[src/rtl/mips_cache_controller.sv]
// mips_cache_controller: sequences data-cache miss fills and write-through stores onto a waitrequest memory bus.
// Optional waitrequest timeout with sticky error is compiled in by defining MIPS_CACHE_CTRL_TIMEOUT_EN.
module mips_cache_controller #(
  parameter int WAIT_LIMIT = 255
) (
  input  logic        clk,
  input  logic        rst,
  input  logic [31:0] addr,
  input  logic        read_en,
  input  logic        write_en,
  input  logic [31:0] writedata,
  input  logic [3:0]  byte_en,
  input  logic        stall,
  output logic [31:0] data_in,
  output logic        data_valid,
  output logic        busy,
  output logic [31:0] mem_address,
  output logic        mem_read,
  output logic        mem_write,
  output logic [31:0] mem_writedata,
  output logic [3:0]  mem_byteenable,
  input  logic        mem_waitrequest,
  input  logic [31:0] mem_readdata,
  output logic        error
);
  typedef enum logic [1:0] {IDLE, FETCH, FILL, WRITE} state_t;
  state_t state, state_n;
  logic req, accept, timeout;
  assign req        = (state == FETCH) || (state == WRITE);
  assign accept     = req && !mem_waitrequest;
  assign mem_read   = state == FETCH;
  assign mem_write  = state == WRITE;
  assign data_valid = state == FILL;
  assign busy       = state != IDLE;
`ifdef MIPS_CACHE_CTRL_TIMEOUT_EN
  localparam int CW = $clog2(WAIT_LIMIT + 1);
  logic [CW-1:0] wait_cnt;
  assign timeout = req && mem_waitrequest && (wait_cnt == CW'(WAIT_LIMIT - 1));
  always_ff @(posedge clk or posedge rst)
    if (rst) begin
      wait_cnt <= '0;
      error    <= 1'b0;
    end else begin
      wait_cnt <= (req && mem_waitrequest && !timeout) ? wait_cnt + 1'b1 : '0;
      if (timeout) error <= 1'b1;
    end
`else
  assign timeout = 1'b0;
  assign error   = 1'b0;
`endif
  // A miss outranks a write-through so the line is resident before the store is forwarded.
  always_comb begin
    state_n = state;
    case (state)
      IDLE:    state_n = (stall && (read_en || write_en)) ? FETCH : write_en ? WRITE : IDLE;
      FETCH:   state_n = accept ? FILL : timeout ? IDLE : FETCH;
      FILL:    state_n = IDLE;
      WRITE:   state_n = (accept || timeout) ? IDLE : WRITE;
      default: state_n = IDLE;
    endcase
  end
  always_ff @(posedge clk or posedge rst)
    if (rst) begin
      state          <= IDLE;
      data_in        <= '0;
      mem_address    <= '0;
      mem_writedata  <= '0;
      mem_byteenable <= '0;
    end else begin
      state <= state_n;
      if (state == IDLE && state_n != IDLE) mem_address <= {addr[31:2], 2'b00};
      if (state == IDLE && state_n == FETCH) mem_byteenable <= 4'b1111;
      if (state == IDLE && state_n == WRITE) begin
        mem_writedata  <= writedata;
        mem_byteenable <= byte_en;
      end
      if (state == FETCH && accept) data_in <= mem_readdata;
    end
endmodule

[config.mk]
export PLATFORM = sky130hd
export DESIGN_NAME = mips_cache_controller
export DESIGN_NICKNAME = d
export VERILOG_FILES = /design/src/rtl/mips_cache_controller.sv
export SDC_FILE = /design/constraint.sdc
export NUM_CORES = 1
export LEC_CHECK = 0
export ABC_AREA = 1
export BUFFER_PORTS_ARGS = -buffer_cell sky130_fd_sc_hd__buf_2
export CORE_ASPECT_RATIO = 0.7
export CORE_MARGIN = 5
export CORE_UTILIZATION = 48
export CTS_CLUSTER_DIAMETER = 50
export DETAILED_ROUTE_END_ITERATION = 7
export PLACE_DENSITY = 0.85
export SYNTH_ARGS = -nofsm -noshare
export SYNTH_HDL_FRONTEND = slang
export SYNTH_SLANG_ARGS = --single-unit
[constraint.sdc]
create_clock -name clk -period 6.4 [get_ports clk]
set_clock_uncertainty 0.15 [all_clocks]
set_input_delay 1.92 -clock clk [delete_from_list [all_inputs] [get_ports clk]]
set_output_delay 1.92 -clock clk [all_outputs]
set_load 0.02 [all_outputs]
* Yosys cells after proc, flatten, opt, wreduce, memory -nomap -nowiden
Cells that the tools add are included.
Operators by class: $mul 0, bitwise gates (word level) 0, divide/modulo/power cells 0, shift operators 0, $lt $le $gt $ge 0, add/sub/neg operators 0, mux-type cells 7, eq/ne operators 5, reductions and logical operators 13
Operators by type and width (count):
- 2-bit two-way mux | 4
- 4-bit two-way mux | 2
- 2-bit case mux with 4 select lines | 1
- 2-bit == test (second input constant) | 3
- 1-bit logical AND | 6
- 2-bit nonzero test | 3
- 2-bit by 1-bit == test with 1-bit output (second input constant) | 2
- 2-bit logical NOT | 1
- 1-bit logical OR | 2
- 1-bit logical NOT | 1
Storage, ports and cells: latch bits 0, input port bits 106, output and inout bits 105, flip-flop bits (word level) 100, bits in writable memories 0, memories 0, word-level logic and storage cells 30, bits in read-only memories 0

* Longest topological paths before layout
Gate-level depths: netlist of the first run.
depth after elaboration 9, depth in mapped cells 6, gate-level depth less buffers 5

* Worst setup path after synthesis of the first run
Ideal clock, no wire load.
path kind register to output, from register state[0], to output port mem_read, path buffers 1, data arrival time 0.887 ns, required time 4.330 ns, slack 3.443 ns, stages on the path, launching flop included 4, cell sequence dfrtp_1 > inv_2 > nor2_2 > buf_2
On the way: word-level cells in the longest chain between the ends 1
Ends and longest elaborated chain:
- start, declared | line 27 | state_t state, state_n;
- start signal, assigned | line 70 | state <= state_n;
- 2-bit by 1-bit == test with 1-bit output | line 31 | assign mem_read = state == FETCH;
- end, declared | line 18 | output logic mem_read,
Every way passes these cells.

* Final worst setup path of the first run
from input port write_en, to register mem_address[24]
On the way: word-level cells in the longest chain between the ends 6, elaborated cells between the ends (all ways) 7
Ends and longest elaborated chain:
- start, declared | line 10 | input logic write_en,
- 1-bit logical OR | line 55 | IDLE: state_n = (stall && (read_en || write_en)) ? FETCH : write_en ? WRITE : IDLE;
- 1-bit logical AND | line 55
- 2-bit two-way mux * | line 55
- 2-bit case mux with 4 select lines * | line 54 | case (state)
- 2-bit nonzero test * | line 71 | if (state == IDLE && state_n != IDLE) mem_address <= {addr[31:2], 2'b00};
- 1-bit logical AND * | line 71
- end signal, assigned | line 71
- end, declared | line 17 | output logic [31:0] mem_address,
Mark *: on every way between the ends. The rest lies on a longest branch, timed or not. A chain may end at the register's enable or synchronous reset.

==> impl_results.md, run 1 <==
- Static leakage: 3.167 nW
- First drt pass iteration count: 4
- Max Freq: 0.2429 GHz
- Total clock sinks: 100
- Root Buffer: clkbuf_16
- Total track usage: 20.55%
- Worst-Margin Slew: 1180 ps
- Post-synth top cells: nand2_1 (163), dfrtp_1 (100), nand3_1 (62)
- Critical setup path kind: input pin to flop
- Final setup TNS: 0 ps
- Vias in the first global route: 3,602
- HP Start: data_in[14]
- Syn Area/Cell: 8.966 sq um
- Clock Path Buffers: 2
- Reg clk slew, reported paths: 60 ps
- Nets: 743
- First-pass GRT wire length: 17,110 um
- Core area: 0.007973 sq mm
- Via Count: 3,602
- Worst Hold Class: flop to flop
- Clock latency on the worst-skew pair: 330 ps
- Met3 Use GR: 8.806%
- Cells after Synth: 445
- Setup crit start kind: input pin
- Maximum vdd ir drop: 0.2541 mV
- Largest net degree at the start of global routing: 69
- Fin. max-slew vios: 0
- Tmin final: 4116 ps
- Simple-Gate Fraction of Synth Area: 24.74%
- Ports: 211
- Total setup buffers inserted after CTS: 0
- Register area share after synthesis: 62.72%
- Chip width: 119.0 um
- # DRC: 0
- CP endpoint kind: flop
- Mux cell area share after synthesis: 0%
- CTS Hold Buffers Added: 0
- RePlAce Congestion: 0.7600
- Initial antenna violation count: 0
- Fin crit share: 64.32%
- Die ar.: 0.01027 sq mm
- Synth Flop Type: dfrtp_1
- Final Hold Fails: 0
- DRT antenna net count: 0
- Fraction of layout cells with a size suffix above 1: 35.67%
- Met1 GRT Util: 24.32%
- Syn Std Cell Area: 0.003990 sq mm
- GR met2 Demand/Resource: 35.36%
- # fillers: 672
- Largest cells by area after synthesis: dfrtp_1 (63%), nand2_1 (15%), nand3_1 (7.8%)
- CTS Buf Count: 9
- Post-synth EDFFs: 0
- Finished Layout Cells: 743
- Post-detail-place hpwl: 7604 um
- Relative slew margins: 21.22%
- Avg WL per Cell: 14.14 um
- Starting DRT DRC Count: 225
- Worst R2R Start: state[0]
- Largest area contributor in the netlist: dfrtp_1
- Placed instance count: 727
- Via density: 4.848
- CTS tree: built
- Power Density: 537.5 mW/mm^2
- Crit path required time: 6460 ps
- Crit path launch: write_en
- Synth Warn #: 0
- XOR/XNOR share of the synthesized area: 0.2195%
- WP data arrival: 4180 ps
- Gr ovfl total: 0
- Final setup viols: 0
- Initial Utilization: 50.05%
- Port-buffer cells: 205
- Ant. Diodes: 0
- Largest family of logic cells by synthesized area: simple AND/OR/NAND/NOR gates
- Max-Cap Viols: 0
- Adder-Cell Fraction of Synth Area: 0%
- Run status: complete, no violations
- Synth Area in Compound Gates: 4.829%
- # resized after CTS: 0
- RSZ-0062 raised after global routing: no
- Post-synthesis register bit count: 100
- Top fanout value on the critical path: 35
- Share of the synthesized area in the top cell type: 62.72%
- Die Span Y: 86.28 um
- Area Growth Syn to Fin: 33.15%
- Most used standard cell by instance count after synthesis: nand2_1
- Netlist cell types: 19
- Post-synth ARST share: 100.0%
- Row cnt: 27
- GRT busiest layer: met2
- Final wirelength: 10,510 um
- CTS H-tree lvls: 3
-- final timing paths --
path | endpoint | slack (ps) | depth (start not counted)
max | mem_address[24] | 2280 | 6
min | data_in[14] | 320 | 2
max reg2reg | mem_writedata[24] | 3250 | 3
min reg2reg | data_in[14] | 320 | 2
max in group asynchronous | data_in[23] | 3510 | 3
min in group asynchronous | data_in[21] | 1510 | 2
-- routing by layer --
metal	vias up	wire length (um)
met4	0	87
met2	150	5179
li1	1759	-
met1	1681	4180
met5	-	0
met3	12	1061
-- final cells by class --
type	count	area, sq um	share of cell area, %
clock buffer	13	270.3	5.087
clock inverter	3	20.02	0.3768
inverter	40	152.6	2.873
multi-input combinational	279	1200	22.59
sequential	100	2502	47.10
tap	101	126.4	2.379
timing repair buffer	207	1041	19.59
-- through the flow --
step	util, %	setup WS (ps)	hold WS [ps]	power [W]	instance area, sq um
finish	66.64	2284	318.2	0.002856	5313
global route	66.64	2005	333.8	0.003060	5313
CTS	66.64	2265	320.6	0.002885	5313
detailed placement	62.99	1925	303.9	0.002357	5022
global placement	62.99	1973	298.6	0.002311	5022
floorplan	-	1711	429.6	0.001893	3998
-- report_power, final --
| part | internal (W) | total (W) | switching (W) |
|---|---|---|---|
| logic | 0.000392 | 0.00125 | 0.000857 |
| clock network | 0.000295 | 0.000517 | 0.000222 |
| registers | 0.000929 | 0.00109 | 0.000160 |
| total | 0.00162 | 0.00286 | 0.00124 |
-- logic make-up (layout without fill, tap and decap cells) --
family | count (synthesis) | count (layout)
other | 1 | 3
AOI/OAI and AO/OA | 37 | 37
and+or+nand+nor | 238 | 238
xor gates and xnor gates | 1 | 1
buffers and inverters | 68 | 263
DFF | 100 | 100
-- flip-flops by register name, indices dropped and copies added, names as in the netlist --
signal          count
state               2
mem_byteenable      4
mem_address        30
mem_writedata      32
data_in            32
-- cells in the final DEF (no fill, tap or decap), drive strengths merged --
master | netlist | layout
nand2 | 163 | 163
conb | 1 | 3
clkbuf | 14 | 13
clkinvlp | 0 | 2
nor2 | 12 | 12
dfrtp | 100 | 100
clkinv | 0 | 1
o21ai | 32 | 32
xor2 | 1 | 1
nand3 | 63 | 63
buf | 14 | 207
inv | 40 | 40
a21oi | 5 | 5
-- worst max-delay path, stage by stage --
cell and delay [ps]:
buf_2 110, inv_1 50, nand2_1 800, nand2_1 920, nand2_1 290, nand2_1 70
Power figures use the tool's default switching activity.
==> run 2: changes to the inputs <==
--- a/config.mk
+++ b/config.mk
@@ -9,10 +9,10 @@
 export BUFFER_PORTS_ARGS = -buffer_cell sky130_fd_sc_hd__buf_2
 export CORE_ASPECT_RATIO = 0.7
 export CORE_MARGIN = 5
-export CORE_UTILIZATION = 48
+export CORE_UTILIZATION = 40
 export CTS_CLUSTER_DIAMETER = 50
 export DETAILED_ROUTE_END_ITERATION = 7
-export PLACE_DENSITY = 0.85
+export PLACE_DENSITY = 0.75
 export SYNTH_ARGS = -nofsm -noshare
 export SYNTH_HDL_FRONTEND = slang
 export SYNTH_SLANG_ARGS = --single-unit
==> constraint.sdc (replaced) <==
create_clock -name clk -period 3.4 [get_ports clk]
set_clock_uncertainty 0.15 [all_clocks]
set_input_delay 1.02 -clock clk [delete_from_list [all_inputs] [get_ports clk]]
set_output_delay 1.02 -clock clk [all_outputs]
set_load 0.02 [all_outputs]
==> impl_results.md, run 2 (synthesized netlist as in run 1, its figures left out) <==
- CTS H-tree lvls: 3
- Final setup viols: 0
- Placed instance count: 758
- Final Hold Fails: 0
- Die Span Y: 93.56 um
- Total setup buffers inserted after CTS: 0
- Reg clk slew, reported paths: 60 ps
- CTS Hold Buffers Added: 0
- Power Density: 995.1 mW/mm^2
- CP endpoint kind: flop
- RSZ-0062 raised after global routing: no
- Ports: 211
- Chip width: 129.4 um
- CTS Buf Count: 9
- Hold Path Cell Cnt: 2
- Most frequent cells in the layout: buf_2 (205), nand2_1 (163), dfrtp_1 (100)
- Final setup TNS: 0 ps
- # fillers: 913
- Sw Ratio: 43.62%
- Internal reg-to-reg setup slack: 950 ps
- Maximum vdd ir drop: 0.4539 mV
- First drt pass iteration count: 5
- Row cnt: 30
- Tmin final: 2596 ps
- Worst Hold Class: flop to flop
- Total clock sinks: 100
- Clock latency on the worst-skew pair: 330 ps
- # resized after CTS: 0
- CTS tree: built
- GRT busiest layer: met2
- Met3 Use GR: 6.336%
- WP data arrival: 2650 ps
- Area Growth Syn to Fin: 34.84%
- Worst path max stage delay: 880 ps
- Gate power share: 44.1%
- Clk pwr share: 17.8%
- Critical setup path kind: input pin to flop
- Starting DRT DRC Count: 197
- Worst-Margin Slew: 1179 ps
- Clock Path Buffers: 2
- Most common cell after layout, fill and taps aside: buf_2
- HP Start: mem_address[14]
- Share of power burned in registers: 38.1%
- Static leakage: 3.180 nW
- Total track usage: 17.70%
- Met1 GRT Util: 23.12%
- Initial antenna violation count: 0
- Port-buffer cells: 205
- Post-detail-place hpwl: 7815 um
- Avg WL per Cell: 13.72 um
- Largest net degree at the start of global routing: 101
- Worst Path Buf+Inv: 2
- Crit-path slowest cell: nand3_2
- # DRC: 0
- DRT antenna net count: 0
- Hold EP: mem_address[14]
- Top fanout value on the critical path: 68
- Worst R2R Start: state[0]
- Gr ovfl total: 0
- Final wirelength: 10,620 um
- GR met2 Demand/Resource: 28.15%
- Vias in the first global route: 3,426
- Worst r2r path cells: 3
- Fin crit share: 76.35%
- Worst path cell trace: buf_2, inv_1, nand3_2, o21ai_0
- Net Sw Power: 0.002335 W
- Core area: 0.009722 sq mm
- Internal Power: 0.003019 W
- Setup crit start kind: input pin
- Initial Utilization: 41.04%
- Fraction of layout cells with a size suffix above 1: 36.07%
- Via density: 4.512
- Run status: complete, no violations
- Finished Layout Cells: 774
- Die ar.: 0.01210 sq mm
- Max Freq: 0.3852 GHz
- Relative slew margins: 21.42%
- Placed Area: 0.005100 sq mm
- Crit path required time: 3460 ps
- Via Count: 3,492
- Largest regs: data_in: 32 flops, mem_writedata: 32 flops, mem_address: 30 flops
- Final Cell Area: 0.005380 sq mm
- First-pass GRT wire length: 17,110 um
- RePlAce Congestion: 0.7745
- FF-to-FF End: mem_writedata[19]
- CP delay by family, top: simple AND/OR/NAND/NOR gates
- Nets: 747
- Root Buffer: clkbuf_16
- Fin. max-slew vios: 0
- Ant. Diodes: 0
- Max-Cap Viols: 0
- Critical path depth in cells: 4
-- run 2: cell types whose count changed in the layout (fill, tap and decap cells not counted) --
cell        before  now
buf_4            2    5
clkbuf_8         3    1
clkinv_4         0    2
buf_12           0    1
clkinvlp_4       2    3
inv_4            1    0
-- run 2: worst min-delay path, delay by kind of cell (launching register included) --
| kind | cells | cell delay [ps] |
|---|---|---|
| DFF | 1 | 340 |
| and+or+nand+nor | 2 | 100 |
-- run 2: layout make-up --
class / count / area, sq um / share of cell area (%)
Tap cell: 128 / 160.2 / 2.977
Timing Repair Buffer: 211 / 1084 / 20.14
Clock inverter: 5 / 37.54 / 0.6977
Inverter: 40 / 153.9 / 2.860
Sequential cell: 100 / 2502 / 46.51
Clock buffer: 11 / 242.7 / 4.512
Multi-Input combinational cell: 279 / 1200 / 22.30
-- run 2: worst max-delay path by stage --
stage | endpoint | from
floorplan | data_in[0] | rst
global placement | mem_writedata[19] | stall
CTS | mem_writedata[19] | stall
finish | mem_writedata[19] | stall
global route | mem_writedata[25] | stall
detailed placement | mem_writedata[27] | stall
-- run 2: through the flow --
stage,utilization (%),worst slack [ps],total power [W],hold slack [ps]
floorplan,-,1040,0.003563,429.6
global placement,52.46,558.5,0.004374,299.1
detailed placement,52.46,470.9,0.004458,303.6
CTS,55.34,781.2,0.005427,320.0
global route,55.34,565.7,0.005745,337.9
finish,55.34,803.9,0.005354,314.8
-- run 2: power groups by stage --
stage          registers [W]  clock network, W  logic [W]
2_1_floorplan        0.00273                 0   0.000833
3_3_place_gp         0.00203                 0    0.00235
3_5_place_dp         0.00205                 0    0.00240
4_1_cts              0.00205          0.000977    0.00240
5_1_grt              0.00212           0.00104    0.00259
6_report             0.00204          0.000952    0.00236
-- run 2: layer usage --
layer	part of all wire, %	wire length [um]	vias up
met5	0	0	-
li1	-	-	1773
met1	43	4550	1570
met3	10	1062	11
met2	46	4898	138
met4	1.0	110	0
